### src/rtl/bridge_dataslot_finder_if.sv
// Word-wide read/write bus between the dataslot finder (initiator) and the
// bridge memory that holds the dataslot table.
interface bus_if;
  logic [31:0] addr;
  logic        rd;
  logic        wr;
  logic [31:0] wr_data;
  logic [31:0] rd_data;
  logic        rd_data_valid;

  modport master (
    output addr, rd, wr, wr_data,
    input  rd_data, rd_data_valid
  );

  modport slave (
    input  addr, rd, wr, wr_data,
    output rd_data, rd_data_valid
  );
endinterface

### src/rtl/bridge_dataslot_finder.sv
// Walks the bridge dataslot table looking for an entry whose id matches
// slot_id, then fetches that entry's size word. Each read has a timeout.
module bridge_dataslot_finder #(
  parameter logic [31:0] TABLE_BASE = 32'hF800_2000,
  parameter int          MAX_SLOTS  = 32,
  parameter int          TIMEOUT    = 255
) (
  input  logic        clk,
  input  logic        reset_n,
  input  logic        start,
  input  logic [15:0] slot_id,
  bus_if.master       bridge_dataslot,
  output logic        busy,
  output logic        done,
  output logic        slot_base_found,
  output logic [31:0] slot_base_address,
  output logic [31:0] slot_size,
  output logic        timeout_err
);

  localparam int IDX_W = (MAX_SLOTS > 1) ? $clog2(MAX_SLOTS) : 1;
  localparam int CNT_W = (TIMEOUT > 1) ? $clog2(TIMEOUT + 1) : 1;

  typedef enum logic [2:0] {
    IDLE,
    RD_ID,
    WAIT_ID,
    RD_SIZE,
    WAIT_SIZE,
    FINISH
  } state_t;

  state_t             state_q;
  logic [IDX_W-1:0]   idx_q;
  logic [CNT_W-1:0]   tmo_q;
  logic [15:0]        id_q;
  logic               rd_q;
  logic [31:0]        addr_q;
  logic               busy_q;
  logic               done_q;
  logic               found_q;
  logic [31:0]        base_q;
  logic [31:0]        size_q;
  logic               to_q;

  logic [IDX_W-1:0]   idx_d;
  logic [31:0]        entry_addr_d;
  logic [31:0]        next_entry_addr_d;
  logic               last_entry;
  logic               tmo_hit;

  // All address arithmetic is plain 32-bit unsigned, so it wraps naturally.
  assign idx_d             = idx_q + IDX_W'(1);
  assign entry_addr_d      = TABLE_BASE + (32'(idx_q) << 3);
  assign next_entry_addr_d = TABLE_BASE + (32'(idx_d) << 3);
  assign last_entry        = (idx_q == IDX_W'(MAX_SLOTS - 1));
  assign tmo_hit           = (tmo_q == CNT_W'(TIMEOUT - 1));

  always_ff @(posedge clk) begin
    if (!reset_n) begin
      state_q <= IDLE;
      idx_q   <= '0;
      tmo_q   <= '0;
      id_q    <= '0;
      rd_q    <= 1'b0;
      addr_q  <= '0;
      busy_q  <= 1'b0;
      done_q  <= 1'b0;
      found_q <= 1'b0;
      base_q  <= '0;
      size_q  <= '0;
      to_q    <= 1'b0;
    end else begin
      rd_q   <= 1'b0;
      done_q <= 1'b0;
      case (state_q)
        // rd is raised on the transition into a read state, so it is high
        // exactly while the FSM sits in RD_ID / RD_SIZE.
        IDLE: begin
          if (start) begin
            id_q    <= slot_id;
            idx_q   <= '0;
            busy_q  <= 1'b1;
            found_q <= 1'b0;
            to_q    <= 1'b0;
            base_q  <= '0;
            size_q  <= '0;
            rd_q    <= 1'b1;
            addr_q  <= TABLE_BASE;
            state_q <= RD_ID;
          end
        end
        RD_ID: begin
          tmo_q   <= '0;
          state_q <= WAIT_ID;
        end
        WAIT_ID: begin
          if (bridge_dataslot.rd_data_valid) begin
            if (bridge_dataslot.rd_data[15:0] == id_q) begin
              rd_q    <= 1'b1;
              addr_q  <= entry_addr_d + 32'd4;
              state_q <= RD_SIZE;
            end else if (last_entry) begin
              done_q  <= 1'b1;
              busy_q  <= 1'b0;
              state_q <= FINISH;
            end else begin
              idx_q   <= idx_d;
              rd_q    <= 1'b1;
              addr_q  <= next_entry_addr_d;
              state_q <= RD_ID;
            end
          end else if (tmo_hit) begin
            to_q    <= 1'b1;
            found_q <= 1'b0;
            done_q  <= 1'b1;
            busy_q  <= 1'b0;
            state_q <= FINISH;
          end else begin
            tmo_q <= tmo_q + CNT_W'(1);
          end
        end
        RD_SIZE: begin
          tmo_q   <= '0;
          state_q <= WAIT_SIZE;
        end
        WAIT_SIZE: begin
          if (bridge_dataslot.rd_data_valid) begin
            size_q  <= bridge_dataslot.rd_data;
            base_q  <= entry_addr_d;
            found_q <= 1'b1;
            done_q  <= 1'b1;
            busy_q  <= 1'b0;
            state_q <= FINISH;
          end else if (tmo_hit) begin
            to_q    <= 1'b1;
            found_q <= 1'b0;
            done_q  <= 1'b1;
            busy_q  <= 1'b0;
            state_q <= FINISH;
          end else begin
            tmo_q <= tmo_q + CNT_W'(1);
          end
        end
        FINISH: begin
          state_q <= IDLE;
        end
        default: begin
          state_q <= IDLE;
        end
      endcase
    end
  end

  assign bridge_dataslot.addr    = addr_q;
  assign bridge_dataslot.rd      = rd_q;
  assign bridge_dataslot.wr      = 1'b0;
  assign bridge_dataslot.wr_data = 32'd0;

  assign busy              = busy_q;
  assign done              = done_q;
  assign slot_base_found   = found_q;
  assign slot_base_address = base_q;
  assign slot_size         = size_q;
  assign timeout_err       = to_q;

endmodule

### src/flat_wrapper.sv
// flat-port wrapper written by rule: the top's interface ports become plain ports
module bridge_dataslot_finder_flat 
#(
  parameter logic [31:0] TABLE_BASE = 32'hF800_2000,
  parameter int          MAX_SLOTS  = 32,
  parameter int          TIMEOUT    = 255
)
  (clk, reset_n, start, slot_id, busy, done, slot_base_found, slot_base_address, slot_size, timeout_err, bridge_dataslot_addr, bridge_dataslot_rd, bridge_dataslot_wr, bridge_dataslot_wr_data, bridge_dataslot_rd_data, bridge_dataslot_rd_data_valid);
  bus_if bridge_dataslot_i ();
  input  logic clk;
  input  logic reset_n;
  input  logic start;
  input  logic [15:0] slot_id;
  output logic busy;
  output logic done;
  output logic slot_base_found;
  output logic [31:0] slot_base_address;
  output logic [31:0] slot_size;
  output logic timeout_err;
  output wire logic [$bits(bridge_dataslot_i.addr)-1:0] bridge_dataslot_addr;
  output wire logic [$bits(bridge_dataslot_i.rd)-1:0] bridge_dataslot_rd;
  output wire logic [$bits(bridge_dataslot_i.wr)-1:0] bridge_dataslot_wr;
  output wire logic [$bits(bridge_dataslot_i.wr_data)-1:0] bridge_dataslot_wr_data;
  input wire logic [$bits(bridge_dataslot_i.rd_data)-1:0] bridge_dataslot_rd_data;
  input wire logic [$bits(bridge_dataslot_i.rd_data_valid)-1:0] bridge_dataslot_rd_data_valid;
  assign bridge_dataslot_addr = bridge_dataslot_i.addr;
  assign bridge_dataslot_rd = bridge_dataslot_i.rd;
  assign bridge_dataslot_wr = bridge_dataslot_i.wr;
  assign bridge_dataslot_wr_data = bridge_dataslot_i.wr_data;
  assign bridge_dataslot_i.rd_data = bridge_dataslot_rd_data;
  assign bridge_dataslot_i.rd_data_valid = bridge_dataslot_rd_data_valid;
  bridge_dataslot_finder #(.TABLE_BASE(TABLE_BASE), .MAX_SLOTS(MAX_SLOTS), .TIMEOUT(TIMEOUT)) u_core (.clk(clk), .reset_n(reset_n), .start(start), .slot_id(slot_id), .bridge_dataslot(bridge_dataslot_i), .busy(busy), .done(done), .slot_base_found(slot_base_found), .slot_base_address(slot_base_address), .slot_size(slot_size), .timeout_err(timeout_err));
endmodule
### config.mk
export PLATFORM = sky130hd
export DESIGN_NAME = bridge_dataslot_finder_flat
export DESIGN_NICKNAME = d
export VERILOG_FILES = /design/src/rtl/bridge_dataslot_finder_if.sv /design/src/rtl/bridge_dataslot_finder.sv /design/src/flat_wrapper.sv
export SDC_FILE = /design/constraint.sdc
export NUM_CORES = 1
export LEC_CHECK = 0
export CAP_MARGIN = 20
export CORE_AREA = 2 2 100 102
export CTS_CLUSTER_SIZE = 30
export DETAILED_ROUTE_END_ITERATION = 10
export DIE_AREA = 0 0 102 104
export HOLD_SLACK_MARGIN = 0.06
export PLACE_DENSITY = 0.91
export RECOVER_POWER = 100
export SYNTH_ARGS = -nofsm -noshare
export SYNTH_HDL_FRONTEND = slang
export SYNTH_SLANG_ARGS = --single-unit
### constraint.sdc
create_clock -name clk -period 5.7 [get_ports clk]
set_input_delay 1.425 -clock clk [delete_from_list [all_inputs] [get_ports clk]]
set_output_delay 1.425 -clock clk [all_outputs]
set_load 0.02 [all_outputs]
# Yosys cells after proc, flatten, opt, wreduce, memory -nomap -nowiden
# Index checks and enable logic that the tools add are counted.
dict set report totals {
  regBits 133
  input_bits 52
  out_inout_bits 134
  wordCells 103
}
dict set report op_classes {
  addsub 5
  eq_ne 19
  n_mux 51
  reduce_logical 16
}
# op n
set ops {}
lappend ops {{$mux 32} 7}
lappend ops {{$pmux 32 s2} 3}
lappend ops {{$add 28x9->29 const A} 2}
lappend ops {{$add 32x3->32 const B} 1}
lappend ops {{$mux 1} 21}
lappend ops {{$mux 5} 4}
lappend ops {{$mux 3} 6}
lappend ops {{$eq 16x16->1} 1}
lappend ops {{$mux 8} 2}
lappend ops {{$ne 2x2->1 const B} 8}
lappend ops {{$pmux 8 s2} 1}
lappend ops {{$pmux 3 s5} 1}
lappend ops {{$reduce_and 4->1} 3}
lappend ops {{$pmux 5 s2} 1}
lappend ops {{$reduce_and 3->1} 3}
lappend ops {{$add 8x1->8 const B} 1}
lappend ops {{$eq 8x8->1 const B} 1}
lappend ops {{$reduce_bool 2->1} 4}
lappend ops {{$eq 3x2->1 const B} 2}
lappend ops {{$ne 3x3->1 const B} 2}
lappend ops {{$pmux 1 s2} 3}
lappend ops {{$pmux 1 s3} 2}
lappend ops {{$add 5x1->5 const B} 1}
lappend ops {{$eq 5x5->1 const B} 1}
lappend ops {{other kinds (9)} 10}

# Logic depth before layout (Yosys ltp)
dict set report depth {
  ltp_word 6
  depth_mapped 8
  depth_no_buf 7
}

# Least setup slack after synthesis
# Ideal clock, no wire load.
dict set report synth_timing {
  kind {input to register}
  startpoint {in bridge_dataslot_rd_data[9]}
  endpoint {reg u_core.addr_q[7] (netlist: u_core.bridge_dataslot.addr[7])}
  setup_time_ns 0.080
  t_arrival_ns 2.653
  t_required_ns 5.620
  slack_ns 2.966
  path_stages 6
  n_path_buf 1
  cell_sequence {xor2_1 -> nor4_2 -> nand4_2 -> buf_6 -> mux2_4 -> o22ai_2}
}
dict set report synth_between {
  elab_chain_cells 4
  elab_cells_between_ends 6
}
# element line_no
set synth_lines {}
lappend synth_lines {{from (decl)} flat_wrapper.sv:24} ;# input wire logic [$bits(bridge_dataslot_i.rd_data)-1:0] bridge_dataslot_rd_data;
lappend synth_lines {{$eq 16x16->1 (*)} bridge_dataslot_finder.sv:99} ;# if (bridge_dataslot.rd_data[15:0] == id_q) begin
lappend synth_lines {{$mux 32} bridge_dataslot_finder.sv:99}
lappend synth_lines {{$mux 32} bridge_dataslot_finder.sv:98} ;# if (bridge_dataslot.rd_data_valid) begin
lappend synth_lines {{$pmux 32 s2} bridge_dataslot_finder.sv:76} ;# case (state_q)
lappend synth_lines {{to (signal assigned)} bridge_dataslot_finder.sv:101} ;# addr_q <= entry_addr_d + 32'd4;
lappend synth_lines {{to (signal assigned)} bridge_dataslot_finder.sv:110} ;# addr_q <= next_entry_addr_d;
lappend synth_lines {{to (decl)} bridge_dataslot_finder.sv:38} ;# logic [31:0] addr_q;
# Mark *: on every way between the ends. The rest lies on a longest branch, timed or not. The select of a mux whose other input is x is not followed.
# A chain may end at the register's enable or synchronous reset.

# Final worst setup path
dict set report layout_timing {
  startpoint {in reset_n}
  endpoint {reg u_core.id_q[8]}
}
# element line_no
set layout_lines {}
lappend layout_lines {{from (decl)} flat_wrapper.sv:11} ;# input logic reset_n;
lappend layout_lines {{to (signal assigned)} bridge_dataslot_finder.sv:81} ;# id_q <= slot_id;
lappend layout_lines {{to (decl)} bridge_dataslot_finder.sv:36} ;# logic [15:0] id_q;
# No word-level cell between the ends.

==> summary.txt <==
STA
  – Worst-Margin Slew: roughly 1.7 ns
  – Final Cycle Share: between 70% and 80%
  – Setup TNS: 0 ns
  – Rel. slew slack: -16.2%
  – RSZ-0062 raised after global routing: false
  – Final Hold Fails: 0
  – Final setup viols: 0
  – Clock Skews: 0.00688 ns
  – Final Max Slew Viols: slightly above 40
  – Final min period: ~4.2 ns
  – Achievable frequency: 240 MHz

Cells and area
  – Cell area after layout: about 0.0053 mm2
  – Area growth syn-to-layout: 23.2%
  – FILL cells: roughly 860
  – Post-layout util: ~55%
  – Share of cells above drive strength 1: under 10%
  – Register area: approximately 0.0016 mm2
  – Area occupied by multi-input gates: roughly 0.0021 mm2
  – Layout Cells excl Fill: 750
  – Total Nets Final: 668
  – N_diodes: 0

Clock tree
  – Clk pin slew, worst setup/hold paths: 0.08 ns
  – Clock buffer depth: 2
  – Hold_buf cts: 0
  – Later-pin clock latency in the skew report: roughly 0.34 ns
  – Htree depth: 3
  – CTS buffer count: 9
  – Cts repair resizes: 0
  – CTS tree: yes
  – Clock Sinks: between 80 and 90
  – Post-CTS Setup Repair Bufs: 0
  – Root Driver: clkbuf_8

Synth
  – Sequential area share after synthesis: between 30% and 40%
  – Post-synthesis cell area: roughly 0.0043 mm2
  – Post-synth EDFFs: 0
  – Area contributors post-synth: dfxtp_1 (38%), buf_4 (15%), a21oi_1 (7.8%), nand2_1 (7.3%), nand3_1 (5.6%)
  – Predominant post-synthesis flop cell: dfxtp_1
  – Yosys reg bits: 82
  – Netlist cell types: 57
  – Post-synth top area share: about two fifths
  – Synth async-reset ratio: 0%
  – Yosys top cell by area: dfxtp_1
  – Yosys synthesis warning count: 0
  – Average size of a mapped cell: around 8 um2
  – Post-Syn Instances: roughly 520

Drt
  – Vias: about 3,800
  – Via density: between 5 and 6
  – ANT nets after route: 0
  – TritonRoute pass-1 iters: 4
  – Detailed-route DRC error count: 0
  – First DRT Iteration DRCs: 209
  – WL/cell: about 14 um
  – Final wirelength: a little over 10,000 um

Global route
  – Grt total ovfl: 0
  – Vias in the first global route: 3,597
  – Largest net degree at the start of global routing: between 60 and 70
  – First-pass GRT wire length: roughly 16,000 um
  – Gr usage total: a little under a fifth
  – Initial antenna violation count: 0

Pwr
  – Leakage: between 2 and 2.5 nW
  – Pwr per Cell Area: ~240 mW/mm2
  – Peak supply drop: around 110 uV

Run status
  – Outcome: complete, but fails checks
  – Failing checks: capacitance limit, slew limit

Floorplan
  – Rows: 36
  – Die height: between 100 and 150 um
  – Initial core utilization: 44.8%
  – Num ports: approximately 190
  – DIE AREA: ~0.011 mm2
  – Die extent in x: 102 um
  – Core footprint: approximately 0.0095 mm2

Hold path
  – Min-Delay Path Class: flop to flop

Worst setup path
  – Crit path DAT: ~4.3 ns
  – Crit. Startpoint: reset_n
  – Crit Path Class: input pin to flop
  – Critical Path End: u_core.id_q[8]
  – R2r worst-path depth: 6
  – Critical path fanouts, max: 40
  – FF-to-FF End: u_core.slot_base_address[6]
  – Flop2flop setup slack: 2.46 ns
  – Critical path launch point type: input pin
  – Reg2reg start: u_core.state_q[2]
  – Crit. End Element: flop
  – WP data required: between 5 and 6 ns

Place
  – Hpwl dp: around 7400 um
  – GPL Wtd Cong: 0.877
  – Area after DPL: 0.00509 mm2
  – PortBufs: about 110
  – Dpl cells: roughly 730

Flow run
  – Max-cap violations: 1
cell type report:
cell class	instances	share of cell area, %
Sequential cell	82	31.1
Clock inverter	5	1.47
Tap cell	133	3.16
Clock buffer	11	2.68
Inverter	13	0.925
Timing Repair Buffer	115	21.5
Multi-Input combinational cell	391	39.1
critical path, stage by stage:
cell	delay, ns
dlygate4sd3_1	0.75
inv_1	0.64
clkbuf_1	1.31
a21oi_1	0.14
state kept, by name, summed over array words and instances (netlist names):
signal / cells
u_core.slot_base_found: 1
u_core.slot_base_address: 6
u_core.id_q: 16
u_core.tmo_q: 8
u_core.idx_q: 5
u_core.state_q: 3
u_core.bridge_dataslot.rd: 1
u_core.busy: 1
u_core.slot_size: 32
u_core.bridge_dataslot.addr: 7
u_core.timeout_err: 1
u_core.done: 1
layout by cell type (no fill, tap or decap), drive strengths merged, types with 3 or more instances in the layout:
cell type	n
a211oi	3
and3	7
nand2	84
nor2	15
nand3	48
mux2i	3
a31oi	6
dfxtp	82
xor2	17
and2	5
nor4	5
dlygate4sd3	63
o22ai	5
o21bai	3
nand3b	3
conb	74
a21oi	67
o21ai	5
nand2b	3
ha	4
nand4	3
nor3	3
clkdlybuf4s50	48
clkbuf	13
inv	13
o211a	4
worst min-delay path by stage:
| stage | start | slack [ns] | to | depth (start not counted) |
|---|---|---|---|---|
| after floorplan | u_core.id_q[0] | 0.45 | u_core.id_q[0] | 2 |
| after CTS | u_core.bridge_dataslot.addr[6] | 0.46 | u_core.bridge_dataslot.addr[6] | 2 |
| final | u_core.bridge_dataslot.addr[6] | 0.45 | u_core.bridge_dataslot.addr[6] | 2 |
| after detailed placement | u_core.bridge_dataslot.addr[6] | 0.45 | u_core.bridge_dataslot.addr[6] | 2 |
| after global routing | u_core.slot_base_address[4] | 0.48 | u_core.slot_base_address[4] | 2 |
| after global placement | u_core.slot_size[18] | 0.44 | u_core.slot_size[18] | 2 |
power breakdown:
group | total (mW) | switching (mW) | internal, mW
combinational | 0.188 | 0.123 | 0.0654
sequential | 0.597 | 0.0118 | 0.586
clock | 0.460 | 0.203 | 0.258
total | 1.25 | 0.337 | 0.908
through the flow:
stage | power (mW) | setup slack, ns | hold slack [ns]
3_3_place_gp | 0.800 | 2.05 | 0.440
3_5_place_dp | 0.804 | 1.92 | 0.445
2_1_floorplan | 0.777 | 2.97 | 0.448
4_1_cts | 1.26 | 2.29 | 0.462
6_report | 1.25 | 1.53 | 0.454
5_1_grt | 1.30 | 1.29 | 0.478
cell usage after synthesis (all sizes together) (2+ instances only):
library cell / number
clkbuf: 16
dfxtp: 82
nand2: 84
inv: 13
nor2: 15
xor2: 17
and4: 2
o32ai: 2
a211oi: 3
mux2: 2
nand2b: 3
nor3: 3
o22ai: 5
buf: 95
a21oi: 67
o21ai: 5
o2bb2ai: 2
a41oi: 2
or3: 2
nor4: 5
and3: 7
o211a: 4
mux2i: 3
nand3: 48
ha: 4
a31oi: 6
nand3b: 3
a211o: 2
nand4: 3
o21bai: 3
and2: 5
cell families after synthesis:
kind of cell / share of synthesized area, %
flip-flops: 38.4
other: 0.0876
multiplexers: 1.32
buffers and inverters: 18.8
AND/OR/NAND/NOR: 21.2
AO/OA/AOI/OAI: 15.6
XOR/XNOR: 3.48
adder cells (fa/ha/maj): 1.17
per-layer routing:
| metal | wire, um | up-vias | GRT usage, % |
|---|---|---|---|
| li1 | - | 1799 | - |
| met1 | 4200 | 1743 | 23.3 |
| met2 | 5030 | 198 | 32.3 |
| met3 | 770 | 18 | 4.30 |
| met4 | 172 | 0 | 7.05 |
| met5 | 0 | - | 0 |
Note: power is estimated with default switching activity, not from simulation.
